`src/rtl/pipe_mux_stage_if.sv`:
```
// Handshake bundle for pipe_mux_stage.
//   slave  : the stage itself (consumes in_*, out_ready, flush; drives in_ready, out_*, err_sticky)
//   master : the surrounding pipeline (drives inputs, observes outputs)
interface pipe_mux_stage_if #(
    parameter int unsigned WIDTH  = 32,
    parameter int unsigned NUM_IN = 4
);
    localparam int unsigned SEL_W = $clog2(NUM_IN);

    logic [NUM_IN*WIDTH-1:0] in_data;
    logic [SEL_W-1:0]        in_sel;
    logic                    in_valid;
    logic                    in_ready;
    logic [WIDTH-1:0]        out_data;
    logic                    out_sel_err;
    logic                    out_valid;
    logic                    out_ready;
    logic                    flush;
    logic                    err_sticky;

    modport master (
        output in_data, in_sel, in_valid, out_ready, flush,
        input  in_ready, out_data, out_sel_err, out_valid, err_sticky
    );

    modport slave (
        input  in_data, in_sel, in_valid, out_ready, flush,
        output in_ready, out_data, out_sel_err, out_valid, err_sticky
    );
endinterface

```
`src/rtl/pipe_mux_stage.sv`:
```
// N:1 operand-select mux feeding a two-entry elastic output stage.
// The selected input is captured on the accepted beat into a main register
// (which drives the outputs) or a skid register. in_ready is decoded from the
// state register only, so out_ready never reaches in_ready combinationally.
// Ports:
//   clk, rst_n : clock, synchronous active-low reset
//   bus        : pipe_mux_stage_if.slave (in_data/in_sel/in_valid/in_ready,
//                out_data/out_sel_err/out_valid/out_ready, flush, err_sticky)
module pipe_mux_stage #(
    parameter int unsigned     WIDTH     = 32,
    parameter int unsigned     NUM_IN    = 4,
    parameter logic [WIDTH-1:0] RESET_VAL = '0
) (
    input  logic             clk,
    input  logic             rst_n,
    pipe_mux_stage_if.slave  bus
);
    localparam int unsigned SEL_W = $clog2(NUM_IN);

    typedef enum logic [1:0] {
        EMPTY = 2'd0,
        ONE   = 2'd1,
        FULL  = 2'd2
    } state_t;

    state_t           state_q;
    state_t           state_d;
    logic [WIDTH-1:0] main_data_q;
    logic             main_err_q;
    logic [WIDTH-1:0] skid_data_q;
    logic             skid_err_q;
    logic             sticky_q;

    logic [WIDTH-1:0] cap_data;
    logic             cap_err;
    logic             accept;
    logic             pop;
    logic             main_ld;
    logic             main_from_skid;
    logic             skid_ld;

    // Input select; anything not matching a real input index is an error beat.
    always_comb begin
        cap_data = RESET_VAL;
        cap_err  = 1'b1;
        for (int unsigned k = 0; k < NUM_IN; k++) begin
            if (bus.in_sel == SEL_W'(k)) begin
                cap_data = bus.in_data[k*WIDTH +: WIDTH];
                cap_err  = 1'b0;
            end
        end
    end

    assign accept = bus.in_valid && (state_q != FULL);
    assign pop    = (state_q != EMPTY) && bus.out_ready;

    // Occupancy next-state and register load enables.
    always_comb begin
        state_d        = state_q;
        main_ld        = 1'b0;
        main_from_skid = 1'b0;
        skid_ld        = 1'b0;
        case (state_q)
            EMPTY: begin
                if (accept) begin
                    state_d = ONE;
                    main_ld = 1'b1;
                end
            end
            ONE: begin
                if (accept && !pop) begin
                    state_d = FULL;
                    skid_ld = 1'b1;
                end else if (accept && pop) begin
                    main_ld = 1'b1;
                end else if (pop) begin
                    state_d = EMPTY;
                end
            end
            FULL: begin
                if (pop) begin
                    state_d        = ONE;
                    main_from_skid = 1'b1;
                end
            end
            default: state_d = EMPTY;
        endcase
        // Flush drops everything, including a beat accepted this cycle.
        if (bus.flush) begin
            state_d        = EMPTY;
            main_ld        = 1'b0;
            main_from_skid = 1'b0;
            skid_ld        = 1'b0;
        end
    end

    // State and storage registers.
    always_ff @(posedge clk) begin
        if (!rst_n) begin
            state_q     <= EMPTY;
            main_data_q <= RESET_VAL;
            main_err_q  <= 1'b0;
            skid_data_q <= RESET_VAL;
            skid_err_q  <= 1'b0;
            sticky_q    <= 1'b0;
        end else begin
            state_q <= state_d;
            if (main_ld) begin
                main_data_q <= cap_data;
                main_err_q  <= cap_err;
            end else if (main_from_skid) begin
                main_data_q <= skid_data_q;
                main_err_q  <= skid_err_q;
            end
            if (skid_ld) begin
                skid_data_q <= cap_data;
                skid_err_q  <= cap_err;
            end
            // Sticky sees every accepted bad select, even one dropped by flush.
            if (accept && cap_err) begin
                sticky_q <= 1'b1;
            end
        end
    end

    assign bus.in_ready    = (state_q != FULL);
    assign bus.out_valid   = (state_q != EMPTY);
    assign bus.out_data    = main_data_q;
    assign bus.out_sel_err = main_err_q;
    assign bus.err_sticky  = sticky_q;
endmodule

```
`src/flat_wrapper.sv`:
```
// flat-port wrapper written by rule: the top's interface ports become plain ports
module pipe_mux_stage_flat 
#(
    parameter int unsigned     WIDTH     = 32,
    parameter int unsigned     NUM_IN    = 4,
    parameter logic [WIDTH-1:0] RESET_VAL = '0
)
  (clk, rst_n, bus_in_data, bus_in_sel, bus_in_valid, bus_out_ready, bus_flush, bus_in_ready, bus_out_data, bus_out_sel_err, bus_out_valid, bus_err_sticky);
  pipe_mux_stage_if #(.WIDTH(WIDTH), .NUM_IN(NUM_IN)) bus_i ();
  input  logic clk;
  input  logic rst_n;
  input wire logic [$bits(bus_i.in_data)-1:0] bus_in_data;
  input wire logic [$bits(bus_i.in_sel)-1:0] bus_in_sel;
  input wire logic [$bits(bus_i.in_valid)-1:0] bus_in_valid;
  input wire logic [$bits(bus_i.out_ready)-1:0] bus_out_ready;
  input wire logic [$bits(bus_i.flush)-1:0] bus_flush;
  output wire logic [$bits(bus_i.in_ready)-1:0] bus_in_ready;
  output wire logic [$bits(bus_i.out_data)-1:0] bus_out_data;
  output wire logic [$bits(bus_i.out_sel_err)-1:0] bus_out_sel_err;
  output wire logic [$bits(bus_i.out_valid)-1:0] bus_out_valid;
  output wire logic [$bits(bus_i.err_sticky)-1:0] bus_err_sticky;
  assign bus_i.in_data = bus_in_data;
  assign bus_i.in_sel = bus_in_sel;
  assign bus_i.in_valid = bus_in_valid;
  assign bus_i.out_ready = bus_out_ready;
  assign bus_i.flush = bus_flush;
  assign bus_in_ready = bus_i.in_ready;
  assign bus_out_data = bus_i.out_data;
  assign bus_out_sel_err = bus_i.out_sel_err;
  assign bus_out_valid = bus_i.out_valid;
  assign bus_err_sticky = bus_i.err_sticky;
  pipe_mux_stage #(.WIDTH(WIDTH), .NUM_IN(NUM_IN), .RESET_VAL(RESET_VAL)) u_core (.clk(clk), .rst_n(rst_n), .bus(bus_i));
endmodule
```
`config.mk`:
```
export PLATFORM = sky130hd
export DESIGN_NAME = pipe_mux_stage_flat
export DESIGN_NICKNAME = d
export VERILOG_FILES = /design/src/rtl/pipe_mux_stage_if.sv /design/src/rtl/pipe_mux_stage.sv /design/src/flat_wrapper.sv
export SDC_FILE = /design/constraint.sdc
export NUM_CORES = 1
export LEC_CHECK = 0
export ABC_AREA = 1
export BUFFER_PORTS_ARGS = -buffer_cell sky130_fd_sc_hd__buf_2
export CAP_MARGIN = 20
export CORE_MARGIN = 2
export CORE_UTILIZATION = 40
export CTS_CLUSTER_DIAMETER = 30
export CTS_CLUSTER_SIZE = 8
export DETAILED_ROUTE_END_ITERATION = 6
export MAX_ROUTING_LAYER = met4
export PLACE_DENSITY = 0.69
export SETUP_SLACK_MARGIN = 0.2
export SYNTH_ARGS = -nofsm -noshare
export SYNTH_HDL_FRONTEND = slang
export SYNTH_SLANG_ARGS = --single-unit
```
`constraint.sdc`:
```
create_clock -name clk -period 4.3 [get_ports clk]
set_clock_uncertainty 0.2 [all_clocks]
set_input_delay 0.86 -clock clk [delete_from_list [all_inputs] [get_ports clk]]
set_output_delay 0.86 -clock clk [all_outputs]
set_load 0.01 [all_outputs]
```
==> impl_results.md, run 1 <==
- Post-place setup slack: ~1.5 ns
- IO buf count: 170
- Floorplan die height: ~100 um
- Largest net degree at the start of global routing: 61
- DRC violation count after routing: 0
- Root Buffer: clkbuf_8
- Postcts setup bufs: 0
- Std cell rows: 36
- Proportion of layout cells with a drive suffix above 1: between 20% and 30%
- Maximum clock path buffer count: 2
- Area occupied by multi-input gates: ~2200 sq um
- Total congestion overflow: 0
- Worst setup SP type: primary input
- Number of synthesized register bits: a little under 70
- Syn Std Cell Area: between 3000 and 4000 sq um
- Setup TNS: 0 ns
- Leading cell types in the layout, fill and taps excluded: nand2_1 (221), buf_2 (170), nand3_1 (124), dfxtp_1 (69), inv_1 (50)
- Depth of the CTS H-tree: 3
- Share of async-settable or async-resettable flops after synthesis: 0%
- Total Routed Length: around 12000 um
- Library cells used by synthesis: 20
- Detailed placement HPWL: 8384 um
- Number of ports placed on the die boundary: between 150 and 200
- Worst-path maximum fanout: 36
- Fill cell instance count of the final layout: between 900 and 1000
- Fin nets: 924
- Post-CTS clock slew at the launch and capture registers of the worst setup and hold paths: 0.07 ns
- First-iteration detailed-routing DRC count: between 150 and 200
- PwrDens: about 300 nW/um^2
- Area of the die: 10700 sq um
- Worst Hold Class: register to register
- Largest voltage drop on the vdd net: between 0.15 and 0.2 mV
- Worst path arrival time: roughly 2.6 ns
- Run status: finished clean
- Gates resized, CTS repair: 0
- Max Cap Violations: 0
- Critical Path Max Stage Delay: approximately 0.53 ns
- Leakage power of the design: between 2 and 3 nW
- Tmin final: around 2.5 ns
- Starting density of the core: roughly 40%
- Combined flip-flop and latch cell area: approximately 1400 sq um
- Horizontal extent of the die: 103.4 um
- Routability congestion estimate from global placement: just under 0.8
- Worst Path Class, Setup: primary input to register
- Diode insertion count for antenna repair: 0
- Final routed wire length divided by cell count: approximately 13 um
- Max Clock Freq: between 300 and 400 MHz
- Kind of end point of the critical path: register
- Final Worst Setup Slack: approximately 1.8 ns
- Cell type of the slowest stage on the worst timing path: buf_2
- Initial antenna violation count: 0
- Via/cell ratio: between 4 and 5
- Via count of the first global-routing pass: 4158
- Top FF cell, synth: dfxtp_1
- Share of synthesized area occupied by flip-flops and latches: between 30% and 40%
- Yosys synthesis warning count: 0
- First-pass GRT wire length: 18640 um
- Slew at the pin with the worst max-slew slack: 0.9713 ns
- Data required time at the worst endpoint: 4.39 ns
- Part of the cycle the worst path needs: approximately three fifths
- Final cell utilization of the core: between 50% and 60%
- Clock insertion delay at the later pin of the skew report: 0.35 ns
- Number of max-slew violations in the final report: 0
- RSZ-0062 raised after global routing: no
- Total setup violations reported at the end of the flow: 0
- Total clock buffers created by CTS: 9
- Number of endpoints with negative hold slack in the final report: 0
- Synthesized net count: about 800
- Number of buffers inserted by hold repair at cts: 0
- Number of antenna-violating nets in the routed design: 0
- Most frequent standard cell in the layout excluding fill and tap cells: nand2_1
- Gr usage total: about 23%
- Syn Inst Count: 643
- Number of synthesized flops with an enable pin: 0
- Clock Sinks: 69
- Worst slew margin relative to its limit: 35.09%
- Core outline area: approximately 9700 sq um
- CTS tree: done
- Area growth syn-to-layout: 28.07%
- Cells along the critical path: buf_2 -> inv_1 -> nor2_2 -> buf_4 -> nand3_1 -> nand2_1
- Post-synthesis area per instance: roughly 6.1 sq um
- Via count: approximately 4500
- Number of iterations in the first detailed-routing pass: 5
-- per-stage QoR --
step | cell area (sq um) | hold WS, ns | cells | power, mW
finish | 5064 | 0.2415 | 927 | 1.565
floorplan | 3954 | 0.2153 | 643 | 0.8338
detailed placement | 4826 | 0.2340 | 911 | 0.9488
CTS | 5064 | 0.2437 | 927 | 1.577
global route | 5064 | 0.2682 | 927 | 1.639
global placement | 4826 | 0.2246 | 911 | 0.9427
-- cells by family (layout without fill, tap and decap cells) --
logic type	Yosys count	in the layout	synth area share, %
compound gates	86	86	10.89
buf+inv	96	247	10.13
flops	69	69	34.94
simple gates	392	392	44.05
-- metal layers --
layer,up-vias,track usage [%],routed length (um)
met5,-,-,0
met4,0,3.644,61
met3,6,4.637,586
met2,114,40.30,6064
met1,2071,26.65,5332
li1,2355,-,-
-- layout make-up --
class / instances / area share (%)
clock inverter: 7 / 2.249
clock buffer: 9 / 2.446
inverter: 54 / 4.003
sequential: 69 / 27.28
tap: 133 / 3.286
multi-input combinational: 478 / 42.90
timing repair buffer: 177 / 17.84
-- final timing paths --
check / start / to / slack, ns / cells past startpoint
min reg2reg: u_core.skid_err_q / u_core.skid_err_q / 0.24 / 2
min: u_core.skid_err_q / u_core.skid_err_q / 0.24 / 2
max reg2reg: u_core.state_q[1] / u_core.bus.out_data[11] / 2.07 / 6
max: rst_n / u_core.bus.out_data[1] / 1.79 / 6
-- registers in the layout (all words and copies together), names as in the netlist --
name	cells
u_core.bus.err_sticky	1
u_core.bus.out_data	32
u_core.bus.out_sel_err	1
u_core.skid_data_q	32
u_core.skid_err_q	1
u_core.state_q	2
-- report_power, final --
group          internal (mW)  leakage, nW  switching, mW
clock                  0.383        0.123          0.249
combinational          0.108         1.99          0.153
sequential             0.661        0.560         0.0109
-- critical path: cells and delay by family --
family	cells	cell delay, ns
simple gates	3	0.62
buf+inv	3	1.10
-- synth_stat cells (2+ instances only) --
master    count  area, sq um
buf_2        23        115.1
nand3_1     124        620.6
inv_2         4        15.01
nor2_2        6        37.54
buf_4         3        22.52
nor2_1        3        11.26
or2_2         2        12.51
or2_1        30        187.7
a21oi_1      34        170.2
o21ai_0      27        135.1
clkbuf_1     15        56.30
o21ai_1      25        125.1
nor3_1        3        15.01
nand2_1     221        829.6
dfxtp_1      69         1381
inv_1        50        187.7
Power figures use the tool's default switching activity.
==> run 2: changes to the inputs <==
PLACE_DENSITY = 0.72   (was 0.69)
clock period = 2.2 ns   (was 4.3 ns; I/O delays follow)
==> run 2 against run 1 <==
  * Critical path depth is the same
  * Largest power group unchanged
  * Register-to-register slack got worse by 1.6 ns
  * Via count is 2.8% higher
  * Largest cell class unchanged
  * Flip-flop and latch count did not move
  * Hold slack got worse by 0.011 ns
  * Count of clock-buffer cells in the layout up 3
  * Worst setup slack got worse by 1.3 ns
==> impl_results.md, run 2 (same netlist as run 1, synthesis figures left out) <==
- Run status: finished clean
- Worst slew margin relative to its limit: between 60% and 70%
- Gates resized, CTS repair: 0
- Std cell rows: 36
- Area occupied by multi-input gates: around 2200 sq um
- PwrDens: about 550 nW/um^2
- Floorplan die height: 103.4 um
- Hold_ws: between 0.2 and 0.25 ns
- Detailed placement HPWL: slightly above 9000 um
- Total Routed Length: 12810 um
- First-pass GRT wire length: approximately 19000 um
- Total setup violations reported at the end of the flow: 0
- Final routed wire length divided by cell count: about 14 um
- Fill cell instance count of the final layout: 1011
- Clock Sinks: a little under 70
- DRC violation count after routing: 0
- Worst path arrival time: ~1.8 ns
- Tmin final: 1.739 ns
- Placed Cells incl. Taps: ~920
- Root Buffer: clkbuf_8
- Maximum clock path buffer count: 2
- Largest net degree at the start of global routing: 36
- Met3 track demand over resource in global routing: about 3.4%
- Area growth syn-to-layout: 30.44%
- Proportion of layout cells with a drive suffix above 1: 26.96%
- Number of max-slew violations in the final report: 0
- Via count of the first global-routing pass: about 4100
- Initial antenna violation count: 1
- Met1 global-route usage: a little over a quarter
- Depth of the CTS H-tree: 3
- Clock insertion delay at the later pin of the skew report: 0.33 ns
- Routability congestion estimate from global placement: between 0.8 and 0.9
- Data required time at the worst endpoint: ~2.3 ns
- Met2 layer usage reported by global route: between 40% and 50%
- Area of the die: 10700 sq um
- Worst-path maximum fanout: 16
- Number of antenna-violating nets in the routed design: 0
- Peak-usage layer in the global routing report: met2
- Number of buffers inserted by hold repair at cts: 0
- Most frequent standard cell in the layout excluding fill and tap cells: nand2_1
- Gr usage total: about a quarter
- Postcts setup bufs: 0
- Total congestion overflow: 0
- Launching instance or port of the critical path: u_core.state_q[0]
- Combined flip-flop and latch cell area: 1381 sq um
- Worst Path Class, Setup: register to register
- Via/cell ratio: between 4 and 5
- IO buf count: 170
- Leading cell types in the layout, fill and taps excluded: nand2_1 (221), buf_2 (170), nand3_1 (124), dfxtp_1 (69), inv_1 (50)
- Worst Min Path Start: u_core.bus.err_sticky
- Max Cap Violations: 0
- CTS tree: done
- Starting density of the core: about 41%
- RSZ-0062 raised after global routing: no
- Post-CTS clock slew at the launch and capture registers of the worst setup and hold paths: about 0.07 ns
- Number of endpoints with negative hold slack in the final report: 0
- Worst setup SP type: register
- Largest voltage drop on the vdd net: 0.2747 mV
- Via count: 4672
- Total clock buffers created by CTS: 9
- First-iteration detailed-routing DRC count: roughly 280
- Number of ports placed on the die boundary: roughly 170
- Part of the cycle the worst path needs: about four fifths
- Fin nets: approximately 940
- Number of iterations in the first detailed-routing pass: 6
- Leakage power of the design: 2.723 nW
- Max Clock Freq: 575.1 MHz
- Horizontal extent of the die: 103.4 um
- Kind of end point of the critical path: register
- Worst Hold Class: register to register
- Core outline area: a little under 10000 sq um
- Number of cells in the finished layout apart from fillers: approximately 940
- Setup TNS: 0 ns
- Slew at the pin with the worst max-slew slack: between 0.4 and 0.5 ns
- Startpoint of the worst register-to-register path: u_core.state_q[0]
## run 2: changes by cell type in the layout (fill, tap and decap cells not counted), sizes merged
cell    previous run  this run
clkbuf             9        12
diode              0         1
buf              177       189
nor2              10        11
clkinv             4         1
bufinv             3         1
## run 2: power breakdown
group          leakage [nW]  internal, mW  total, mW  switching [mW]
registers             0.560          1.29       1.31          0.0213
clock network        0.0923         0.542      0.996           0.453
logic                  2.07         0.225      0.536           0.312
total                  2.72          2.06       2.85           0.786
## run 2: cell type report
type	instances	area share, %
antenna	1	0.04852
clock buffer	12	2.814
clock inverter	2	0.6793
inverter	54	3.930
multi-input combinational	479	42.53
sequential	69	26.78
tap	133	3.227
timing repair buffer	189	19.99
## run 2: critical path: stages (launching register included)
cell     delay [ns]
dfxtp_1        0.38
inv_2          0.08
nor2_2         0.18
nor2_1         0.16
nor2_4         0.44
nand3_1        0.14
nand2_1        0.10
## run 2: routing by layer
metal	routed length [um]	part of all wire [%]	vias to the layer above
li1	-	-	2387
met1	5342	42	2110
met2	6476	51	162
met3	795	6.2	13
met4	197	1.5	0
met5	0	0	-
## run 2: worst paths after layout
path                                                 to  slack, ns  cells past startpoint
worst min-delay path              u_core.bus.err_sticky       0.23                      2
worst max-delay path            u_core.bus.out_data[25]       0.46                      6
worst max register to register  u_core.bus.out_data[25]       0.46                      6
worst min register to register    u_core.bus.err_sticky       0.23                      2
## run 2: per-stage QoR
| stage | power (mW) | setup WS, ns | util [%] | area (sq um) |
|---|---|---|---|---|
| after global routing | 2.979 | 0.3074 | 53.26 | 5157 |
| after detailed placement | 1.874 | 0.1474 | 51.25 | 4964 |
| final | 2.846 | 0.4610 | 53.26 | 5157 |
| after CTS | 2.856 | 0.2706 | 53.11 | 5144 |
| after global placement | 1.854 | 0.2546 | 51.25 | 4964 |
| after floorplan | 1.630 | 0.6780 | - | 3954 |
